--- src/rtl/alu_exec_pkg.sv ---
// Shared types and decode helpers for the integer execute stage.
// Covers op encoding, aluOp/funct7 constants and the FSM state type.
package alu_exec_pkg;

    typedef enum logic [4:0] {
        ALU_ADD, ALU_SUB, ALU_SLL, ALU_SLT, ALU_SLTU, ALU_XOR, ALU_SRL, ALU_SRA,
        ALU_OR, ALU_AND, ALU_MUL, ALU_MULH, ALU_MULHSU, ALU_MULHU,
        ALU_DIV, ALU_DIVU, ALU_REM, ALU_REMU, ALU_ILL
    } alu_ctrl_e;

    localparam logic [1:0] ALUOP_ADDR   = 2'b00;
    localparam logic [1:0] ALUOP_BRANCH = 2'b01;
    localparam logic [1:0] ALUOP_RTYPE  = 2'b10;
    localparam logic [1:0] ALUOP_ITYPE  = 2'b11;

    localparam logic [6:0] F7_BASE   = 7'b0000000;
    localparam logic [6:0] F7_ALT    = 7'b0100000;
    localparam logic [6:0] F7_MULDIV = 7'b0000001;

    typedef enum logic [1:0] {ST_IDLE, ST_CALC, ST_DONE} exec_state_e;

    function automatic alu_ctrl_e base_op(input logic [2:0] f3, input logic alt);
        alu_ctrl_e op;
        case (f3)
            3'b000:  op = alt ? ALU_SUB : ALU_ADD;
            3'b001:  op = ALU_SLL;
            3'b010:  op = ALU_SLT;
            3'b011:  op = ALU_SLTU;
            3'b100:  op = ALU_XOR;
            3'b101:  op = alt ? ALU_SRA : ALU_SRL;
            3'b110:  op = ALU_OR;
            default: op = ALU_AND;
        endcase
        return op;
    endfunction

    function automatic alu_ctrl_e muldiv_op(input logic [2:0] f3);
        alu_ctrl_e op;
        case (f3)
            3'b000:  op = ALU_MUL;
            3'b001:  op = ALU_MULH;
            3'b010:  op = ALU_MULHSU;
            3'b011:  op = ALU_MULHU;
            3'b100:  op = ALU_DIV;
            3'b101:  op = ALU_DIVU;
            3'b110:  op = ALU_REM;
            default: op = ALU_REMU;
        endcase
        return op;
    endfunction

    // I-type only honours funct7[5] for the arithmetic right shift; SUB is never produced there.
    function automatic alu_ctrl_e decode(input logic [1:0] alu_op, input logic [2:0] f3,
                                         input logic [6:0] f7, input logic enable_m);
        alu_ctrl_e op;
        case (alu_op)
            ALUOP_ADDR:   op = ALU_ADD;
            ALUOP_BRANCH: op = ALU_SUB;
            ALUOP_ITYPE:  op = base_op(f3, f7[5] && (f3 == 3'b101));
            default: begin
                if (f7 == F7_BASE)
                    op = base_op(f3, 1'b0);
                else if (f7 == F7_ALT && (f3 == 3'b000 || f3 == 3'b101))
                    op = base_op(f3, 1'b1);
                else if (f7 == F7_MULDIV && enable_m)
                    op = muldiv_op(f3);
                else
                    op = ALU_ILL;
            end
        endcase
        return op;
    endfunction

    function automatic logic is_muldiv(input alu_ctrl_e op);
        return op inside {ALU_MUL, ALU_MULH, ALU_MULHSU, ALU_MULHU,
                          ALU_DIV, ALU_DIVU, ALU_REM, ALU_REMU};
    endfunction

endpackage

--- src/rtl/alu_exec_unit_muldiv.sv ---
// Iterative radix-2 multiply / restoring divide on operand magnitudes.
// start loads operands; done flags the cycle whose closing edge performs the last step.
module alu_muldiv_iter
    import alu_exec_pkg::*;
#(
    parameter int XLEN = 32
) (
    input  logic            clk,
    input  logic            rst_n,
    input  logic            start,
    input  alu_ctrl_e       op,
    input  logic [XLEN-1:0] op_a,
    input  logic [XLEN-1:0] op_b,
    output logic            done,
    output logic [XLEN-1:0] result
);
    localparam int CW = $clog2(XLEN);

    logic            busy_q, busy_d;
    logic [CW-1:0]   cnt_q, cnt_d;
    logic [XLEN-1:0] hi_q, hi_d;
    logic [XLEN-1:0] lo_q, lo_d;
    logic [XLEN-1:0] m_q, m_d;
    logic [XLEN-1:0] a_q, a_d;
    alu_ctrl_e       op_q, op_d;
    logic            a_neg_q, a_neg_d;
    logic            b_neg_q, b_neg_d;
    logic            b_zero_q, b_zero_d;

    logic            signed_a, signed_b, is_div;
    logic [XLEN:0]   mul_sum, div_shift, div_trial;
    logic [2*XLEN-1:0] product, prod_fix;
    logic [XLEN-1:0] quo_fix, rem_fix;

    assign signed_a = op inside {ALU_MUL, ALU_MULH, ALU_MULHSU, ALU_DIV, ALU_REM};
    assign signed_b = op inside {ALU_MUL, ALU_MULH, ALU_DIV, ALU_REM};
    assign is_div   = op_q inside {ALU_DIV, ALU_DIVU, ALU_REM, ALU_REMU};

    // hi:lo is the running product (multiplier consumed from lo) or remainder:quotient.
    assign mul_sum   = {1'b0, hi_q} + (lo_q[0] ? {1'b0, m_q} : '0);
    assign div_shift = {hi_q, lo_q[XLEN-1]};
    assign div_trial = div_shift - {1'b0, m_q};

    always_comb begin
        busy_d   = busy_q;
        cnt_d    = cnt_q;
        hi_d     = hi_q;
        lo_d     = lo_q;
        m_d      = m_q;
        a_d      = a_q;
        op_d     = op_q;
        a_neg_d  = a_neg_q;
        b_neg_d  = b_neg_q;
        b_zero_d = b_zero_q;
        if (start) begin
            busy_d   = 1'b1;
            cnt_d    = '0;
            hi_d     = '0;
            op_d     = op;
            a_d      = op_a;
            a_neg_d  = signed_a && op_a[XLEN-1];
            b_neg_d  = signed_b && op_b[XLEN-1];
            b_zero_d = (op_b == '0);
            lo_d     = a_neg_d ? -op_a : op_a;
            m_d      = b_neg_d ? -op_b : op_b;
        end else if (busy_q) begin
            cnt_d = cnt_q + CW'(1);
            if (cnt_q == CW'(XLEN - 1))
                busy_d = 1'b0;
            if (is_div) begin
                if (!div_trial[XLEN]) begin
                    hi_d = div_trial[XLEN-1:0];
                    lo_d = {lo_q[XLEN-2:0], 1'b1};
                end else begin
                    hi_d = div_shift[XLEN-1:0];
                    lo_d = {lo_q[XLEN-2:0], 1'b0};
                end
            end else begin
                hi_d = mul_sum[XLEN:1];
                lo_d = {mul_sum[0], lo_q[XLEN-1:1]};
            end
        end
    end

    always_ff @(posedge clk or negedge rst_n) begin
        if (!rst_n) begin
            busy_q   <= 1'b0;
            cnt_q    <= '0;
            hi_q     <= '0;
            lo_q     <= '0;
            m_q      <= '0;
            a_q      <= '0;
            op_q     <= ALU_ADD;
            a_neg_q  <= 1'b0;
            b_neg_q  <= 1'b0;
            b_zero_q <= 1'b0;
        end else begin
            busy_q   <= busy_d;
            cnt_q    <= cnt_d;
            hi_q     <= hi_d;
            lo_q     <= lo_d;
            m_q      <= m_d;
            a_q      <= a_d;
            op_q     <= op_d;
            a_neg_q  <= a_neg_d;
            b_neg_q  <= b_neg_d;
            b_zero_q <= b_zero_d;
        end
    end

    assign done     = busy_q && (cnt_q == CW'(XLEN - 1));
    assign product  = {hi_q, lo_q};
    assign prod_fix = (a_neg_q ^ b_neg_q) ? -product : product;
    assign quo_fix  = (a_neg_q ^ b_neg_q) ? -lo_q : lo_q;
    assign rem_fix  = a_neg_q ? -hi_q : hi_q;

    always_comb begin
        result = '0;
        case (op_q)
            ALU_MUL:                          result = prod_fix[XLEN-1:0];
            ALU_MULH, ALU_MULHSU, ALU_MULHU:  result = prod_fix[2*XLEN-1:XLEN];
            ALU_DIV, ALU_DIVU:                result = b_zero_q ? '1 : quo_fix;
            ALU_REM, ALU_REMU:                result = b_zero_q ? a_q : rem_fix;
            default:                          result = '0;
        endcase
    end

endmodule

--- src/rtl/alu_exec_unit.sv ---
// RV32I/M execute stage: decode, single-cycle ALU, iterative mul/div FSM and
// a valid/ready output register feeding writeback.
module alu_exec_unit
    import alu_exec_pkg::*;
#(
    parameter int XLEN     = 32,
    parameter bit ENABLE_M = 1'b1
) (
    input  logic            clk,
    input  logic            rst_n,
    input  logic            inValid,
    output logic            inReady,
    input  logic [1:0]      aluOp,
    input  logic [2:0]      funct3,
    input  logic [6:0]      funct7,
    input  logic [XLEN-1:0] opA,
    input  logic [XLEN-1:0] opB,
    output logic            outValid,
    input  logic            outReady,
    output logic [XLEN-1:0] result,
    output logic            illegal
);
    localparam int SHW = $clog2(XLEN);

    exec_state_e     state_q, state_d;
    logic            out_valid_q, out_valid_d;
    logic [XLEN-1:0] result_q, result_d;
    logic            illegal_q, illegal_d;

    alu_ctrl_e       dec_op;
    logic [SHW-1:0]  shamt;
    logic [XLEN-1:0] alu_res;
    logic            accept;
    logic            md_start, md_done;
    logic [XLEN-1:0] md_result;

    assign dec_op  = decode(aluOp, funct3, funct7, ENABLE_M);
    assign shamt   = opB[SHW-1:0];
    assign inReady = (state_q == ST_IDLE) && (!out_valid_q || outReady);
    assign accept  = inValid && inReady;

    always_comb begin
        alu_res = '0;
        case (dec_op)
            ALU_ADD:  alu_res = opA + opB;
            ALU_SUB:  alu_res = opA - opB;
            ALU_SLL:  alu_res = opA << shamt;
            ALU_SLT:  alu_res = {{(XLEN-1){1'b0}}, ($signed(opA) < $signed(opB))};
            ALU_SLTU: alu_res = {{(XLEN-1){1'b0}}, (opA < opB)};
            ALU_XOR:  alu_res = opA ^ opB;
            ALU_SRL:  alu_res = opA >> shamt;
            ALU_SRA:  alu_res = XLEN'($signed(opA) >>> shamt);
            ALU_OR:   alu_res = opA | opB;
            ALU_AND:  alu_res = opA & opB;
            default:  alu_res = '0;
        endcase
    end

    alu_muldiv_iter #(.XLEN(XLEN)) u_muldiv (
        .clk    (clk),
        .rst_n  (rst_n),
        .start  (md_start),
        .op     (dec_op),
        .op_a   (opA),
        .op_b   (opB),
        .done   (md_done),
        .result (md_result)
    );

    // A drain and a fresh load can share one edge, so valid clears first and is then re-set.
    always_comb begin
        state_d     = state_q;
        out_valid_d = out_valid_q;
        result_d    = result_q;
        illegal_d   = illegal_q;
        md_start    = 1'b0;
        if (out_valid_q && outReady)
            out_valid_d = 1'b0;
        case (state_q)
            ST_IDLE: begin
                if (accept) begin
                    if (is_muldiv(dec_op)) begin
                        md_start = 1'b1;
                        state_d  = ST_CALC;
                    end else begin
                        out_valid_d = 1'b1;
                        result_d    = alu_res;
                        illegal_d   = (dec_op == ALU_ILL);
                    end
                end
            end
            ST_CALC: begin
                if (md_done)
                    state_d = ST_DONE;
            end
            ST_DONE: begin
                out_valid_d = 1'b1;
                result_d    = md_result;
                illegal_d   = 1'b0;
                state_d     = ST_IDLE;
            end
            default: state_d = ST_IDLE;
        endcase
    end

    always_ff @(posedge clk or negedge rst_n) begin
        if (!rst_n) begin
            state_q     <= ST_IDLE;
            out_valid_q <= 1'b0;
            result_q    <= '0;
            illegal_q   <= 1'b0;
        end else begin
            state_q     <= state_d;
            out_valid_q <= out_valid_d;
            result_q    <= result_d;
            illegal_q   <= illegal_d;
        end
    end

    assign outValid = out_valid_q;
    assign result   = result_q;
    assign illegal  = illegal_q;

endmodule

--- config.mk ---
export PLATFORM = sky130hd
export DESIGN_NAME = alu_exec_unit
export DESIGN_NICKNAME = d
export VERILOG_FILES = /design/src/rtl/alu_exec_pkg.sv /design/src/rtl/alu_exec_unit_muldiv.sv /design/src/rtl/alu_exec_unit.sv
export SDC_FILE = /design/constraint.sdc
export NUM_CORES = 1
export LEC_CHECK = 0
export ABC_AREA = 1
export CELL_PAD_IN_SITES_DETAIL_PLACEMENT = 1
export CELL_PAD_IN_SITES_GLOBAL_PLACEMENT = 2
export CORE_AREA = 2 2 284 286
export DETAILED_ROUTE_END_ITERATION = 8
export DIE_AREA = 0 0 286 288
export PLACE_DENSITY_LB_ADDON = 0.25
export SKIP_LAST_GASP = 1
export SYNTH_ARGS = -nofsm -noshare
export SYNTH_HDL_FRONTEND = slang
export SYNTH_SLANG_ARGS = --single-unit
--- constraint.sdc ---
create_clock -name clk -period 8.8 [get_ports clk]
set_clock_uncertainty 0.15 [all_clocks]
set_input_delay 1.32 -clock clk [delete_from_list [all_inputs] [get_ports clk]]
set_output_delay 1.32 -clock clk [all_outputs]
set_load 0.02 [all_outputs]
==> out/qor.txt, run 1 <==
Status: complete, no violations
RSZ-0062 raised after global routing: false
Number of global-route vias before repair: 35700
PD cells: 323 nW/um2
Initial DRT Pass Iterations: 6
Max VDD drop: 191 uV
Initial Utilization: 35.5%
Async set-reset flop share out of synthesis: 100%
Worst hold path cell count: 2
Synth Warn #: 0
Mux cell area share after synthesis: 0.213%
Cell with the most instances on the worst path: nand2_1
Mapped Area: 28200 um2
Library cells used by synthesis: 55
Synth-to-layout area growth: 9.41%
Initial antenna violation count: 3
Final setup vio count: 0
Hold Path Origin: u_muldiv.a_q[7]
Initial drt markers: 3529
Tot Pwr: 10.0 mW
Final instance area: 30900 um2
First-pass GRT wire length: 253000 um
Cell count after synthesis: 5151
Worst Path Arrival: 5620 ps
Leakage: 14.9 nW
Critical path cell sequence: clkdlybuf4s50_1 > inv_1 > ha_1 > inv_1 > nand2_1 > nand2_1 > a21oi_1 > o21ai_0 > inv_1 > nand2_1 > a21oi_1 > nand3_1 > nand2_1 > nor2_1 > nand3_1 > nand2_1 > a21oi_1
Nets: 5395
Vias: 36800
Worst-Skew Late Latency: 520 ps
Fmax: 0.187 GHz
Total Neg Setup Slack: 0 ps
Synth Register Bits: 178
Clock Sink Count: 178
Die area: 82400 um2
DR DRC count: 0
Die height: 288 um
Dpl hpwl: 143000 um
I/O pins: 115
H-tree depth: 4
Top_reg_cell synth: dfrtp_1
Synth Area in XOR/XNOR: 3.26%
Root Driver: clkbuf_16
CTS buffer count: 17
Worst setup EP type: flip-flop
Slew Limit Fails: 0
PortBufs: 114
Layout Cells excl Fill: 6217
Routed vias/inst: 5.91
Most frequent cells in the layout: nand2_1 (1479), nor2_1 (686), inv_1 (550)
Crit-path max FO: 10
Crit path buf inv count: 4
Cts repair resizes: 0
Hold EP: u_muldiv.a_q[7]
Total grt overflow: 0
Synth Area in Simple Gates: 43.6%
Placement Setup Slack: 3190 ps
Die Width: 286 um
Slew at the pin closest to its max-slew limit: 1260 ps
Main combinational cell family by area after synthesis: simple AND/OR/NAND/NOR gates
Dpl cell area: 30300 um2
Worst Setup Path Type: in2reg
Slew margin rel.: 15.5%
Cell count of the worst reg-to-reg path: 15
CTS Hold Bufs: 0
Final worst path period need: 5330 ps
FF-to-FF End: u_muldiv.hi_q[30]
Setup crit start kind: input port
Num rows: 104
Max capacitance violation total: 0
Critical path's slowest cell: clkdlybuf4s50_1
Critical R2R Launch: u_muldiv.lo_q[31]
Seq/Total Area, Yosys: 15.8%
Synthesized area per cell: 5.48 um2
Routed wire per std cell: 28.6 um
Final hold viol count: 0
Max incr delay on CP: 1310 ps
Worst R2R Setup Slack: 4030 ps
Most common library cell in the layout ignoring fill and taps: nand2_1
CTS tree: built
Pin count of the biggest net entering global routing: 80
Synthesized net count: 5402
Compound-gate portion of the synthesized area: 18.4%
Largest delay share family, worst path: buffers and inverters
Maximum buffer depth of the clock tree: 2
Dpl cells: 6185
Final worst setup slack: 3470 ps
Antenna cell count: 0
Share of cells above drive strength 1: 3.86%
Worst Hold Class: reg2reg
Req. time, crit path: 9090 ps
EDFF count, synth: 0
Drt total wl: 178000 um
Post-CTS setup buffer count: 0
Post-route ant nets: 0
Clk slew on worst S/H paths: 90 ps
GRT Overall Usage: 42.4%
Post-route clock period utilization: 60.6%
GPL Wtd Cong: 1.05
Adder-cell share of the synthesized area: 7.68%
CORE AREA: 79600 um2
[per-stage QoR]
stage               hold slack, ps  util (%)
floorplan                      293         -
global placement               316      38.1
detailed placement             326      38.1
CTS                            346      38.8
global route                   381      38.8
finish                         352      38.8
[synth_stat cells, drive strengths merged (87+ instances only)]
cell type,instances,share of area (%)
nand2,1494,20
nor2,709,9.7
inv,565,7.5
o21ai,540,9.6
nand3,516,9.3
a21oi,302,5.4
dfrtp,178,16
ha,167,7.4
clkbuf,122,1.6
buf,94,1.8
xor2,90,2.8
nand4,87,2.0
[metal layers]
metal / track usage [%] / vias up / routed length (um)
met5: 0 / - / 12
li1: - / 16800 / -
met1: 54.2 / 17900 / 73900
met2: 65.2 / 1637 / 76100
met4: 30.5 / 2 / 15100
met3: 6.17 / 435 / 12800
[power breakdown]
group,total (mW),switching (mW),internal [mW]
Clock,0.857,0.427,0.431
Sequential,1.88,0.636,1.24
Combinational,7.26,5.07,2.19
[worst max path at each step]
| stage | startpoint | end | slack (ps) | cells after the start |
|---|---|---|---|---|
| final | opA[11] | result[0] | 3470 | 17 |
| after global routing | opA[11] | result[0] | 3330 | 17 |
| after CTS | opA[11] | result[0] | 3740 | 17 |
| after detailed placement | opA[11] | result[0] | 3190 | 16 |
| after global placement | opA[11] | result[29] | 3190 | 15 |
| after floorplan | opB[4] | result[27] | 4690 | 19 |
[area by class of cell]
cell class	count	area, um2
well taps	1060	1330
clock inverters	13	150
clock buffers	19	443
repair buffers	190	1700
fillers	11200	48700
multi-input cells	4184	20700
inverters	573	2150
flip-flops and latches	178	4450
[worst min-delay path: cells and delay by family (launching register included)]
family	cells	cell delay (ps)
and+or+nand+nor	1	50
AOI/OAI and AO/OA	1	60
DFF	1	360
[sequential cells by signal, summed over array words and instances, names as in the netlist]
signal and count:
u_muldiv.op_q 5, u_muldiv.hi_q 32, u_muldiv.busy_q 1, u_muldiv.m_q 32
u_muldiv.a_neg_q 1, illegal 1, u_muldiv.lo_q 32, u_muldiv.b_zero_q 1
outValid 1, u_muldiv.a_q 32, u_muldiv.b_neg_q 1, result 32
state_q 2, u_muldiv.cnt_q 5
[logic make-up (layout without fill, tap and decap cells)]
logic type	count (synthesis)	count (layout)
and+or+nand+nor	2931	2931
AOI/OAI and AO/OA	971	971
buffers and inverters	789	795
DFF	178	178
adders and majority gates	171	171
xor gates and xnor gates	105	105
muxes	6	6
Note: power is estimated with default switching activity, not from simulation.
==> inputs of run 2 (changes only) <==
Settings changed: CORE_AREA 2 2 284 286 to 2 2 296 298, DIE_AREA 0 0 286 288 to 0 0 298 300.
Clock period 8.8 ns to 5.1 ns, I/O delays scaled along.
==> run 2 against run 1 <==
  * Global-route usage decreased by 2.5 points
  * Utilization decreased by 2.2 points
  * Cell count increased by 2.7%
  * Combinational power increased by 71%
  * Die area increased by 8.5%
  * Sequential cell count unchanged
  * Clock-buffer cell count unchanged
  * First-iteration DRC count increased by 10%
  * Critical path depth decreased by 1
  * Non-clock buffer count increased by 69
  * Highest routed layer unchanged
==> out/qor.txt, run 2 (synthesis results as in run 1) <==
Status: complete, no violations (unchanged)
Total Neg Setup Slack: 0 ps (unchanged)
Max VDD drop: 282 uV (was 191 uV)
I/O pins: 115 (unchanged)
GRT Overall Usage: 39.8% (was 42.4%)
Worst R2R Setup Slack: 1090 ps (was 4030 ps)
Routed vias/inst: 5.77 (was 5.91)
Post-route clock period utilization: 83.1%
Req. time, crit path: 5350 ps (was 9090 ps)
Die area: 89400 um2 (was 82400 um2)
Die height: 300 um (was 288 um)
Number of global-route vias before repair: 36600 (was 35700)
Drt total wl: 181000 um (was 178000 um)
Critical R2R Launch: u_muldiv.op_q[1] (was u_muldiv.lo_q[31])
Worst Path Arrival: 4490 ps (was 5620 ps)
Most Used Layer, Global Route: met2 (unchanged)
Filler cells: 12000 (was 11200)
Cell count of the worst reg-to-reg path: 12 (was 15)
Root Driver: clkbuf_16 (unchanged)
CORE AREA: 86200 um2 (was 79600 um2)
Nets: 5464 (was 5395)
Worst setup EP type: flip-flop (unchanged)
Met2 Use GR: 61.9% (was 65.2%)
Slew at the pin closest to its max-slew limit: 976 ps (was 1260 ps)
Slew margin rel.: 34.2% (was 15.5%)
Post-route ant nets: 0 (unchanged)
Initial Utilization: 32.8% (was 35.5%)
Cts repair resizes: 0 (unchanged)
Dpl cells: 6349 (was 6185)
Final worst path period need: 4240 ps
GPL Wtd Cong: 1.06 (was 1.05)
Num rows: 108 (was 104)
DR DRC count: 0 (unchanged)
Worst-Skew Late Latency: 530 ps (was 520 ps)
FF-to-FF End: result[9] (was u_muldiv.hi_q[30])
First-pass GRT wire length: 260000 um (was 253000 um)
Setup crit start kind: input port (unchanged)
Final setup vio count: 0 (unchanged)
Crit-path max FO: 45 (was 10)
Slew Limit Fails: 0 (unchanged)
Multi-input gate area in the final layout: 20700 um2 (about the same)
Post-CTS setup buffer count: 0 (unchanged)
CTS Hold Bufs: 0 (unchanged)
Grt met1 use: 52.0% (was 54.2%)
Worst Setup Path Type: in2reg (unchanged)
Leakage: 15.3 nW (was 14.9 nW)
Clk slew on worst S/H paths: 70 ps (was 90 ps)
Die Width: 298 um (was 286 um)
Fmax: 0.236 GHz
PD cells: 546 nW/um2 (was 323 nW/um2)
RSZ-0062 raised after global routing: false (unchanged)
CTS buffer count: 17 (unchanged)
Layout Cells excl Fill: 6385 (was 6217)
Dpl hpwl: 149000 um (was 143000 um)
Routed wire per std cell: 28.4 um (was 28.6 um)
H-tree depth: 4 (unchanged)
Most common library cell in the layout ignoring fill and taps: nand2_1 (unchanged)
Max capacitance violation total: 0 (unchanged)
Worst Hold Class: in2async (was reg2reg)
PortBufs: 114 (unchanged)
Vias: 36900 (was 36800)
Synth-to-layout area growth: 11.9% (was 9.41%)
CTS tree: built (unchanged)
Initial antenna violation count: 4 (was 3)
Initial drt markers: 3887 (was 3529)
FF/Latch Area: 4450 um2 (unchanged)
Maximum buffer depth of the clock tree: 2 (unchanged)
Most frequent cells in the layout: nand2_1 (1479), nor2_1 (687), inv_1 (550) (was nand2_1 (1479), nor2_1 (686), inv_1 (550))
Total grt overflow: 0 (unchanged)
Met3 Use GR: 5.59% (was 6.17%)
Share of cells above drive strength 1: 5.07% (was 3.86%)
Final hold viol count: 0 (unchanged)
Clock Sink Count: 178 (unchanged)
Pin count of the biggest net entering global routing: 89 (was 80)
Initial DRT Pass Iterations: 6 (unchanged)
run 2: final cells by class:
| cell class | count | share of cell area [%] |
|---|---|---|
| multi-input cells | 4184 | 65.4 |
| clock inverters | 13 | 0.542 |
| well taps | 1155 | 4.57 |
| repair buffers | 259 | 7.12 |
| diodes | 4 | 0.0317 |
| inverters | 573 | 6.81 |
| clock buffers | 19 | 1.40 |
| flip-flops and latches | 178 | 14.1 |
run 2: worst max-delay path, stage by stage:
cell and delay, ps:
clkdlybuf4s50_1 620, nand3_1 170, nand2_1 120, inv_1 50
nand3_1 90, nand3_2 80, nand2_4 200, inv_1 160
nor2_1 200, nand2_1 80, nand3_1 190, nand2_2 310
inv_2 680, o21ai_0 420, nand2_1 240, o21ai_0 100
run 2: where the power goes:
part | total, mW | internal [mW] | leakage [nW] | switching, mW
sequential | 3.31 | 2.14 | 2.09 | 1.16
combinational | 12.4 | 3.84 | 12.9 | 8.58
clock | 1.53 | 0.791 | 0.295 | 0.735
total | 17.2 | 6.77 | 15.3 | 10.5
run 2: layer usage:
metal  vias to the layer above  wire length [um]
met4                         2             13800
met3                       365             13000
met5                         -                13
li1                      16900                 -
met2                      1574             77400
met1                     18000             76900
run 2: per-stage QoR:
| step | hold WS (ps) | area [um2] | setup WS [ps] | util [%] | power [mW] |
|---|---|---|---|---|---|
| global placement | 313 | 31000 | 489 | 35.9 | 15.2 |
| floorplan | 293 | 28200 | 1550 | - | 10.7 |
| global route | 143 | 31600 | 605 | 36.6 | 18.6 |
| finish | 95.0 | 31600 | 861 | 36.7 | 17.2 |
| detailed placement | 322 | 31000 | 416 | 35.9 | 15.3 |
| CTS | 112 | 31600 | 963 | 36.6 | 16.9 |
run 2: worst max-delay path by stage:
stage               from              end  slack (ps)  depth (start not counted)
5_1_grt        funct3[1]  u_muldiv.m_q[5]         600                         16
2_1_floorplan     opB[4]       result[27]        1550                         19
3_3_place_gp   funct3[1]  u_muldiv.m_q[6]         490                         16
4_1_cts        funct3[1]  u_muldiv.m_q[6]         960                         16
3_5_place_dp   funct3[1]  u_muldiv.m_q[6]         420                         16
6_report       funct3[1]  u_muldiv.m_q[6]         860                         16
